## config.mk

```make
export PLATFORM = sky130hd
export DESIGN_NAME = motor_mode_sequencer_flat
export DESIGN_NICKNAME = d
export VERILOG_FILES = /design/src/rtl/motor_seq_pkg.sv /design/src/rtl/motor_mode_sequencer_if.sv /design/src/rtl/ramp_limiter.sv /design/src/rtl/motor_mode_sequencer.sv /design/src/flat_wrapper.sv
export SDC_FILE = /design/constraint.sdc
export NUM_CORES = 1
export LEC_CHECK = 0
export BUFFER_PORTS_ARGS = -buffer_cell sky130_fd_sc_hd__clkbuf_2
export CORE_MARGIN = 3
export CORE_UTILIZATION = 39
export CTS_CLUSTER_DIAMETER = 200
export DETAILED_ROUTE_END_ITERATION = 10
export PLACE_DENSITY = 0.65
export SYNTH_ARGS = -nofsm -noshare
export SYNTH_HDL_FRONTEND = slang
export SYNTH_HIERARCHICAL = 1
export SYNTH_SLANG_ARGS = --single-unit
```

## constraint.sdc

```tcl
create_clock -name c50m -period 9 [get_ports c50m]
set_input_delay 1.8 -clock c50m [delete_from_list [all_inputs] [get_ports c50m]]
set_output_delay 1.8 -clock c50m [all_outputs]
set_load 0.01 [all_outputs]
```

## src/rtl/motor_seq_pkg.sv

```systemverilog
// Shared types, default tuning constants and helpers for the motor mode sequencer.
package motor_seq_pkg;

   typedef enum logic [1:0] {
      SEQ_IDLE  = 2'd0,
      SEQ_RUN   = 2'd1,
      SEQ_COAST = 2'd2,
      SEQ_FAULT = 2'd3
   } seq_state_t;

   typedef logic [11:0] setting_t;

   // 12-bit angles: 2048 = 180 deg, so 512 = 45 deg; ticks are 20 kHz
   localparam int unsigned DEF_TILT_LIMIT             = 512;
   localparam int unsigned DEF_RAMP_STEP              = 16;
   localparam int unsigned DEF_ZERO_THRESH            = 32;
   localparam int unsigned DEF_ARM_TICKS              = 2000;
   localparam int unsigned DEF_CADENCE_TIMEOUT_TICKS  = 20000;

   // Magnitude of a signed 12-bit angle; -2048 has no positive twin, so clamp it
   function automatic setting_t abs12(input logic signed [11:0] v);
      if (v == 12'sh800) return 12'h7FF;
      return v[11] ? setting_t'(-v) : setting_t'(v);
   endfunction

endpackage

```

## src/rtl/motor_mode_sequencer_if.sv

```systemverilog
// Signal bundle between the sequencer and its source/sink blocks.
interface motor_mode_sequencer_if;
   import motor_seq_pkg::*;

   logic               tick;
   logic               MotorModeSelect;
   setting_t           AssistanceRequirement;
   setting_t           ThrottleTest;
   logic signed [11:0] ResolvedRoll;
   logic signed [11:0] ResolvedPitch;
   logic               cadence;
   setting_t           MotorCurrentSetting;
   logic [1:0]         SeqState;
   logic               TiltFault;

   modport master (
      output tick, MotorModeSelect, AssistanceRequirement, ThrottleTest,
             ResolvedRoll, ResolvedPitch, cadence,
      input  MotorCurrentSetting, SeqState, TiltFault
   );

   modport slave (
      input  tick, MotorModeSelect, AssistanceRequirement, ThrottleTest,
             ResolvedRoll, ResolvedPitch, cadence,
      output MotorCurrentSetting, SeqState, TiltFault
   );

endinterface

```

## src/rtl/ramp_limiter.sv

```systemverilog
// Registered 12-bit value that walks toward a target by at most one step per enable,
// with an immediate force-to-zero.
module ramp_limiter
   import motor_seq_pkg::*;
(
   input  logic     c50m,
   input  logic     reset,
   input  logic     enable,
   input  logic     forceZero,
   input  setting_t target,
   input  setting_t step,
   output setting_t value
);

   setting_t gap;
   setting_t delta;

   always_comb begin
      gap   = (target > value) ? (target - value) : (value - target);
      delta = (gap > step) ? step : gap;
   end

   always_ff @(posedge c50m) begin
      if (reset || forceZero) begin
         value <= '0;
      end else if (enable) begin
         value <= (target > value) ? (value + delta) : (value - delta);
      end
   end

endmodule

```

## src/rtl/motor_mode_sequencer.sv

```systemverilog
// Source select, arming interlock, tilt kill and rate-limited motor setting.
// Define MOTOR_SEQ_CADENCE_TIMEOUT_EN to enable cadence-timeout coasting.
//
// state | meaning
// IDLE  | setting 0; waits for the source to stay near zero for the arm period
// RUN   | setting ramps toward the selected source
// COAST | assist mode with no pedalling; setting ramps down to 0
// FAULT | roll/pitch past the limit; setting 0 until tilt clears
module motor_mode_sequencer
   import motor_seq_pkg::*;
#(
   parameter int unsigned TiltLimit           = DEF_TILT_LIMIT,
   parameter int unsigned RampStep            = DEF_RAMP_STEP,
   parameter int unsigned ZeroThresh          = DEF_ZERO_THRESH,
   parameter int unsigned ArmTicks            = DEF_ARM_TICKS,
   parameter int unsigned CadenceTimeoutTicks = DEF_CADENCE_TIMEOUT_TICKS
) (
   input logic                   c50m,
   input logic                   reset,
   motor_mode_sequencer_if.slave seqBus
);

   localparam logic [1:0]  ST_IDLE  = SEQ_IDLE;
   localparam logic [1:0]  ST_RUN   = SEQ_RUN;
   localparam logic [1:0]  ST_COAST = SEQ_COAST;
   localparam logic [1:0]  ST_FAULT = SEQ_FAULT;

   localparam setting_t    TILT_LIM = setting_t'(TiltLimit);
   localparam setting_t    STEP     = setting_t'(RampStep);
   localparam setting_t    ZERO_LIM = setting_t'(ZeroThresh);
   localparam logic [15:0] ARM_LIM  = 16'(ArmTicks);
   localparam logic [15:0] CAD_LIM  = 16'(CadenceTimeoutTicks);

   logic [1:0]  state;
   logic [1:0]  nextState;
   logic [15:0] armCnt;
   setting_t    source;
   setting_t    setting;
   logic        srcZero;
   logic        tilt;
   logic        cadEdge;
   logic        cadTimeout;
   logic        armDone;
   logic        stepEn;
   logic        forceZero;

   assign source  = seqBus.MotorModeSelect ? seqBus.AssistanceRequirement : seqBus.ThrottleTest;
   assign srcZero = (source <= ZERO_LIM);
   assign tilt    = (abs12(seqBus.ResolvedRoll) > TILT_LIM) ||
                    (abs12(seqBus.ResolvedPitch) > TILT_LIM);
   assign armDone = seqBus.tick && srcZero && ((armCnt + 16'd1) == ARM_LIM);

`ifdef MOTOR_SEQ_CADENCE_TIMEOUT_EN
   logic        cadSync1;
   logic        cadSync2;
   logic        cadSync3;
   logic [15:0] cadCnt;
   logic [15:0] cadCntInc;

   assign cadCntInc  = (cadCnt == CAD_LIM) ? CAD_LIM : (cadCnt + 16'd1);
   assign cadTimeout = seqBus.tick && !cadEdge && seqBus.MotorModeSelect && (cadCntInc == CAD_LIM);

   // Counter only runs while in RUN, so every entry to RUN starts a fresh timeout
   always_ff @(posedge c50m) begin
      if (reset) begin
         cadSync1 <= 1'b0;
         cadSync2 <= 1'b0;
         cadSync3 <= 1'b0;
         cadEdge  <= 1'b0;
         cadCnt   <= '0;
      end else begin
         cadSync1 <= seqBus.cadence;
         cadSync2 <= cadSync1;
         cadSync3 <= cadSync2;
         cadEdge  <= cadSync2 & ~cadSync3;
         if (state != ST_RUN || cadEdge) begin
            cadCnt <= '0;
         end else if (seqBus.tick) begin
            cadCnt <= cadCntInc;
         end
      end
   end
`else
   logic [16:0] unusedCadence;

   assign unusedCadence = {seqBus.cadence, CAD_LIM};
   assign cadEdge       = 1'b0;
   assign cadTimeout    = 1'b0;
`endif

   always_comb begin
      nextState = state;
      if (tilt) begin
         nextState = ST_FAULT;
      end else begin
         case (state)
            ST_IDLE:  if (armDone) nextState = ST_RUN;
            ST_RUN:   if (cadTimeout) nextState = ST_COAST;
            ST_COAST: if (cadEdge || !seqBus.MotorModeSelect) nextState = ST_RUN;
            ST_FAULT: nextState = ST_IDLE;
            default:  nextState = ST_IDLE;
         endcase
      end
   end

   always_ff @(posedge c50m) begin
      if (reset) begin
         state  <= ST_IDLE;
         armCnt <= '0;
      end else begin
         state <= nextState;
         if (state != ST_IDLE || (seqBus.tick && !srcZero)) begin
            armCnt <= '0;
         end else if (seqBus.tick && armCnt != ARM_LIM) begin
            armCnt <= armCnt + 16'd1;
         end
      end
   end

   // State changes take the tick; the setting only moves on ticks that stay put
   assign stepEn    = seqBus.tick && (nextState == state) && (state == ST_RUN || state == ST_COAST);
   assign forceZero = tilt || state == ST_IDLE || state == ST_FAULT;

   ramp_limiter uRamp (
      .c50m      (c50m),
      .reset     (reset),
      .enable    (stepEn),
      .forceZero (forceZero),
      .target    ((state == ST_COAST) ? setting_t'(0) : source),
      .step      (STEP),
      .value     (setting)
   );

   assign seqBus.MotorCurrentSetting = setting;
   assign seqBus.SeqState            = state;
   assign seqBus.TiltFault           = (state == ST_FAULT);

endmodule

```

## src/flat_wrapper.sv

```systemverilog
// flat-port wrapper written by rule: the top's interface ports become plain ports
module motor_mode_sequencer_flat import motor_seq_pkg::*;
#(
   parameter int unsigned TiltLimit           = DEF_TILT_LIMIT,
   parameter int unsigned RampStep            = DEF_RAMP_STEP,
   parameter int unsigned ZeroThresh          = DEF_ZERO_THRESH,
   parameter int unsigned ArmTicks            = DEF_ARM_TICKS,
   parameter int unsigned CadenceTimeoutTicks = DEF_CADENCE_TIMEOUT_TICKS
)
  (c50m, reset, seqBus_tick, seqBus_MotorModeSelect, seqBus_AssistanceRequirement, seqBus_ThrottleTest, seqBus_ResolvedRoll, seqBus_ResolvedPitch, seqBus_cadence, seqBus_MotorCurrentSetting, seqBus_SeqState, seqBus_TiltFault);
  motor_mode_sequencer_if seqBus_i ();
  input logic c50m;
  input logic reset;
  input wire logic [$bits(seqBus_i.tick)-1:0] seqBus_tick;
  input wire logic [$bits(seqBus_i.MotorModeSelect)-1:0] seqBus_MotorModeSelect;
  input wire logic [$bits(seqBus_i.AssistanceRequirement)-1:0] seqBus_AssistanceRequirement;
  input wire logic [$bits(seqBus_i.ThrottleTest)-1:0] seqBus_ThrottleTest;
  input wire logic [$bits(seqBus_i.ResolvedRoll)-1:0] seqBus_ResolvedRoll;
  input wire logic [$bits(seqBus_i.ResolvedPitch)-1:0] seqBus_ResolvedPitch;
  input wire logic [$bits(seqBus_i.cadence)-1:0] seqBus_cadence;
  output wire logic [$bits(seqBus_i.MotorCurrentSetting)-1:0] seqBus_MotorCurrentSetting;
  output wire logic [$bits(seqBus_i.SeqState)-1:0] seqBus_SeqState;
  output wire logic [$bits(seqBus_i.TiltFault)-1:0] seqBus_TiltFault;
  assign seqBus_i.tick = seqBus_tick;
  assign seqBus_i.MotorModeSelect = seqBus_MotorModeSelect;
  assign seqBus_i.AssistanceRequirement = seqBus_AssistanceRequirement;
  assign seqBus_i.ThrottleTest = seqBus_ThrottleTest;
  assign seqBus_i.ResolvedRoll = seqBus_ResolvedRoll;
  assign seqBus_i.ResolvedPitch = seqBus_ResolvedPitch;
  assign seqBus_i.cadence = seqBus_cadence;
  assign seqBus_MotorCurrentSetting = seqBus_i.MotorCurrentSetting;
  assign seqBus_SeqState = seqBus_i.SeqState;
  assign seqBus_TiltFault = seqBus_i.TiltFault;
  motor_mode_sequencer #(.TiltLimit(TiltLimit), .RampStep(RampStep), .ZeroThresh(ZeroThresh), .ArmTicks(ArmTicks), .CadenceTimeoutTicks(CadenceTimeoutTicks)) u_core (.c50m(c50m), .reset(reset), .seqBus(seqBus_i));
endmodule
```

==> results by group <==
Synthesis
  – Avg Cell Area, Syn: between 7 and 8 sq um
  – Post-Syn Area: roughly 4700 sq um
  – Post-synth top area share: 14.7%
  – Synth Flop Type: dfxtp_1
  – Register area share after synthesis: around an eighth
  – Post-synth cell types: between 80 and 90
  – Yosys warnings: 6
  – Post-synth EDFFs: 0
  – Cells after synthesis: around 630
  – Number of synthesized register bits: 30
  – Area leader, netlist: ha_1
  – Fraction of registers with async set/reset: 0%
  – Top cells by area, synth: ha_1 15%, dfxtp_1 13%, nor2_1 6.3%

Floorplanning
  – Die H: between 100 and 150 microns
  – Die W: ~120 microns
  – Row count: 39
  – Initial core utilization: 40.5%
  – Core Region: ~12000 sq um
  – Die area: 13400 sq um
  – I/O pins: 68

Placed design
  – Number of I/O port buffers: 66
  – HPWL Detailed: 10500 microns
  – Pre-CTS setup slack: -14.5 ps
  – Post-DP Area: ~5300 sq um
  – # placed instances: between 800 and 900
  – RD Place Congestion: 0.922

Timing
  – Slew HR: about three fifths
  – Final hold slack: 560 ps
  – Peak Freq: between 100 and 150 MHz
  – Final worst slack: roughly 440 ps
  – Final slew viol count: 0
  – Endpoints failing hold: 0
  – Clk_skew: ~4.5 ps
  – Finish-stage setup viols: 0
  – Setup TNS: 0 ps
  – Worst-Margin Slew: approximately 600 ps
  – Final period util: a little over nine tenths
  – Tmin final: approximately 8600 ps

Routing
  – Final ANT Viol Nets: 0
  – DRC Markers: 0
  – First-pass DRT Iterations: 6
  – Via count: ~4800
  – Initial drt markers: between 200 and 300
  – WL/cell: between 10 and 15 microns
  – Via-to-Cell Ratio: 5.56
  – Routed wire length: about 13000 microns

Cells and area
  – Non-Filler Instances: ~860
  – Most common cell after layout, fill and taps aside: nor2_1
  – Area grow syn2layout: 15.7%
  – Ant diodes: 0
  – Post-layout instance area: roughly 5400 sq um
  – Nets: between 800 and 900
  – Share of cells above drive strength 1: between 10% and 20%
  – Layout filler cell count: 1166
  – Seq. cell area: roughly 600 sq um
  – Most frequent cells in the layout: 79 x nor2_1, 65 x clkbuf_2, 62 x inv_1, 55 x ha_1, 45 x a21oi_1
  – Multi-input combinational cell area: ~3900 sq um

Pwr
  – Max rail drop VDD: around 0.068 mV
  – PD cells: about 150 nW/um^2
  – LEAKAGE: 2.30 nW

Clocking
  – Post-CTS Setup Inserts: 0
  – CTS tree: done
  – Clock-pin slew on the worst setup and hold paths: 50 ps
  – Clk buf depth: 2
  – Post-CTS sizing: 0
  – H-tree levels: 2
  – CTS Sinks: 30
  – Clock latency on the worst-skew pair: approximately 280 ps
  – Root Buffer: clkbuf_16
  – Cts bufs inserted: 5
  – CTS Hold Buffers Added: 0

Setup path
  – CP Class: primary input to register
  – CP Capture Type: register
  – Crit-path max FO: 20
  – Worst Setup SP: seqBus_MotorModeSelect
  – Startpoint Class: primary input
  – Reg2reg setup slack: ~1400 ps
  – CP peak stage delay: between 400 and 500 ps
  – Worst EP required: just over 9000 ps
  – Slowest CP cell: or4b_1
  – R2R Path Start: u_core/seqBus.SeqState[0]$_SDFF_PP0_
  – CP arrival: just under 9000 ps

Status
  – Outcome: finished, final reports clean

Global route
  – GRT overflow: 0
  – Pin count of the biggest net entering global routing: 21
  – Initial antenna violation count: 0
  – First-pass GRT wire length: 20600 microns
  – Vias in the first global route: 4465
  – GR Util All Layers: 18.8%

Hold path
  – Hold Crit Start: u_core/uRamp/value[2]$_SDFFE_PP0P_
  – Worst hold path class: register to register

Flow run
  – Maxcap violations: 0
[routing by layer]
layer  up-vias  share of wire, %  GRT usage (%)
li1       2419                 -              -
met1      2233                47           25.0
met2       117                47           31.9
met3        20               4.7           3.81
met4         0               1.6           3.71
met5         -                 0              0
[synthesized netlist by cell type (4+ instances only)]
master    instances
a21o_1           12
and3_1            4
a311oi_1          4
o21ai_0          11
and2_1            4
xor2_1           19
nand4_1          16
xnor2_1          27
o31a_1            4
o31ai_1           4
nand3_1          16
dfxtp_1          30
clkbuf_1         10
mux2i_1          26
nand2_1          36
a21oi_1          45
o21a_1            4
o21bai_1          9
ha_1             55
nor3_1           15
nor2_1           79
a31oi_1           5
nand3b_1          4
or2_2             4
a211oi_1          6
nor4_1           10
nor2b_1           7
o211ai_1          5
inv_1            62
[flip-flops by register name (all words and copies together) (netlist names)]
register and count:
u_core/uRamp/value 12, u_core/seqBus.SeqState 2, u_core/armCnt 16
[area by class of cell]
type	count	share of cell area (%)
flip-flops and latches	30	11.1
clock inverters	2	0.185
repair buffers	77	7.66
well taps	143	3.30
multi-input cells	540	71.0
inverters	64	4.43
clock buffers	5	2.31
[kinds of logic (layout without fill, tap and decap cells)]
| family | Yosys count | in the layout | share of synthesized area (%) |
|---|---|---|---|
| AO/OA/AOI/OAI | 153 | 153 | 23.5 |
| AND/OR/NAND/NOR | 222 | 222 | 24.3 |
| XOR/XNOR | 46 | 46 | 8.59 |
| buffers and inverters | 82 | 148 | 7.34 |
| other | 2 | 29 | 0.160 |
| flip-flops | 30 | 30 | 12.8 |
| multiplexers | 32 | 32 | 7.39 |
| adder cells (fa/ha/maj) | 58 | 58 | 16.0 |
[worst max-delay path, delay by kind of cell]
| family | cells | cell delay (ps) |
|---|---|---|
| multiplexers | 1 | 320 |
| buffers and inverters | 3 | 670 |
| XOR/XNOR | 3 | 770 |
| AND/OR/NAND/NOR | 9 | 1820 |
| adder cells (fa/ha/maj) | 3 | 1060 |
| AO/OA/AOI/OAI | 12 | 2330 |
[worst paths after layout]
kind	to	cells after the start
worst max-delay path	u_core/uRamp/value[11]$_SDFFE_PP0P_	31
worst min-delay path	u_core/uRamp/value[2]$_SDFFE_PP0P_	2
worst max register to register	u_core/uRamp/value[11]$_SDFFE_PP0P_	34
worst min register to register	u_core/uRamp/value[2]$_SDFFE_PP0P_	2
[report_power, final]
group          switching (mW)  internal [mW]
Sequential            0.00163          0.134
Combinational           0.305          0.236
Clock                  0.0600         0.0996
Total                   0.366          0.469
[through the flow]
step                utilization [%]  total power, mW
detailed placement             45.6            0.673
CTS                            46.8            0.837
finish                         46.9            0.836
global placement               45.6            0.660
floorplan                         -            0.549
global route                   46.9            0.914
Power figures use the tool's default switching activity.
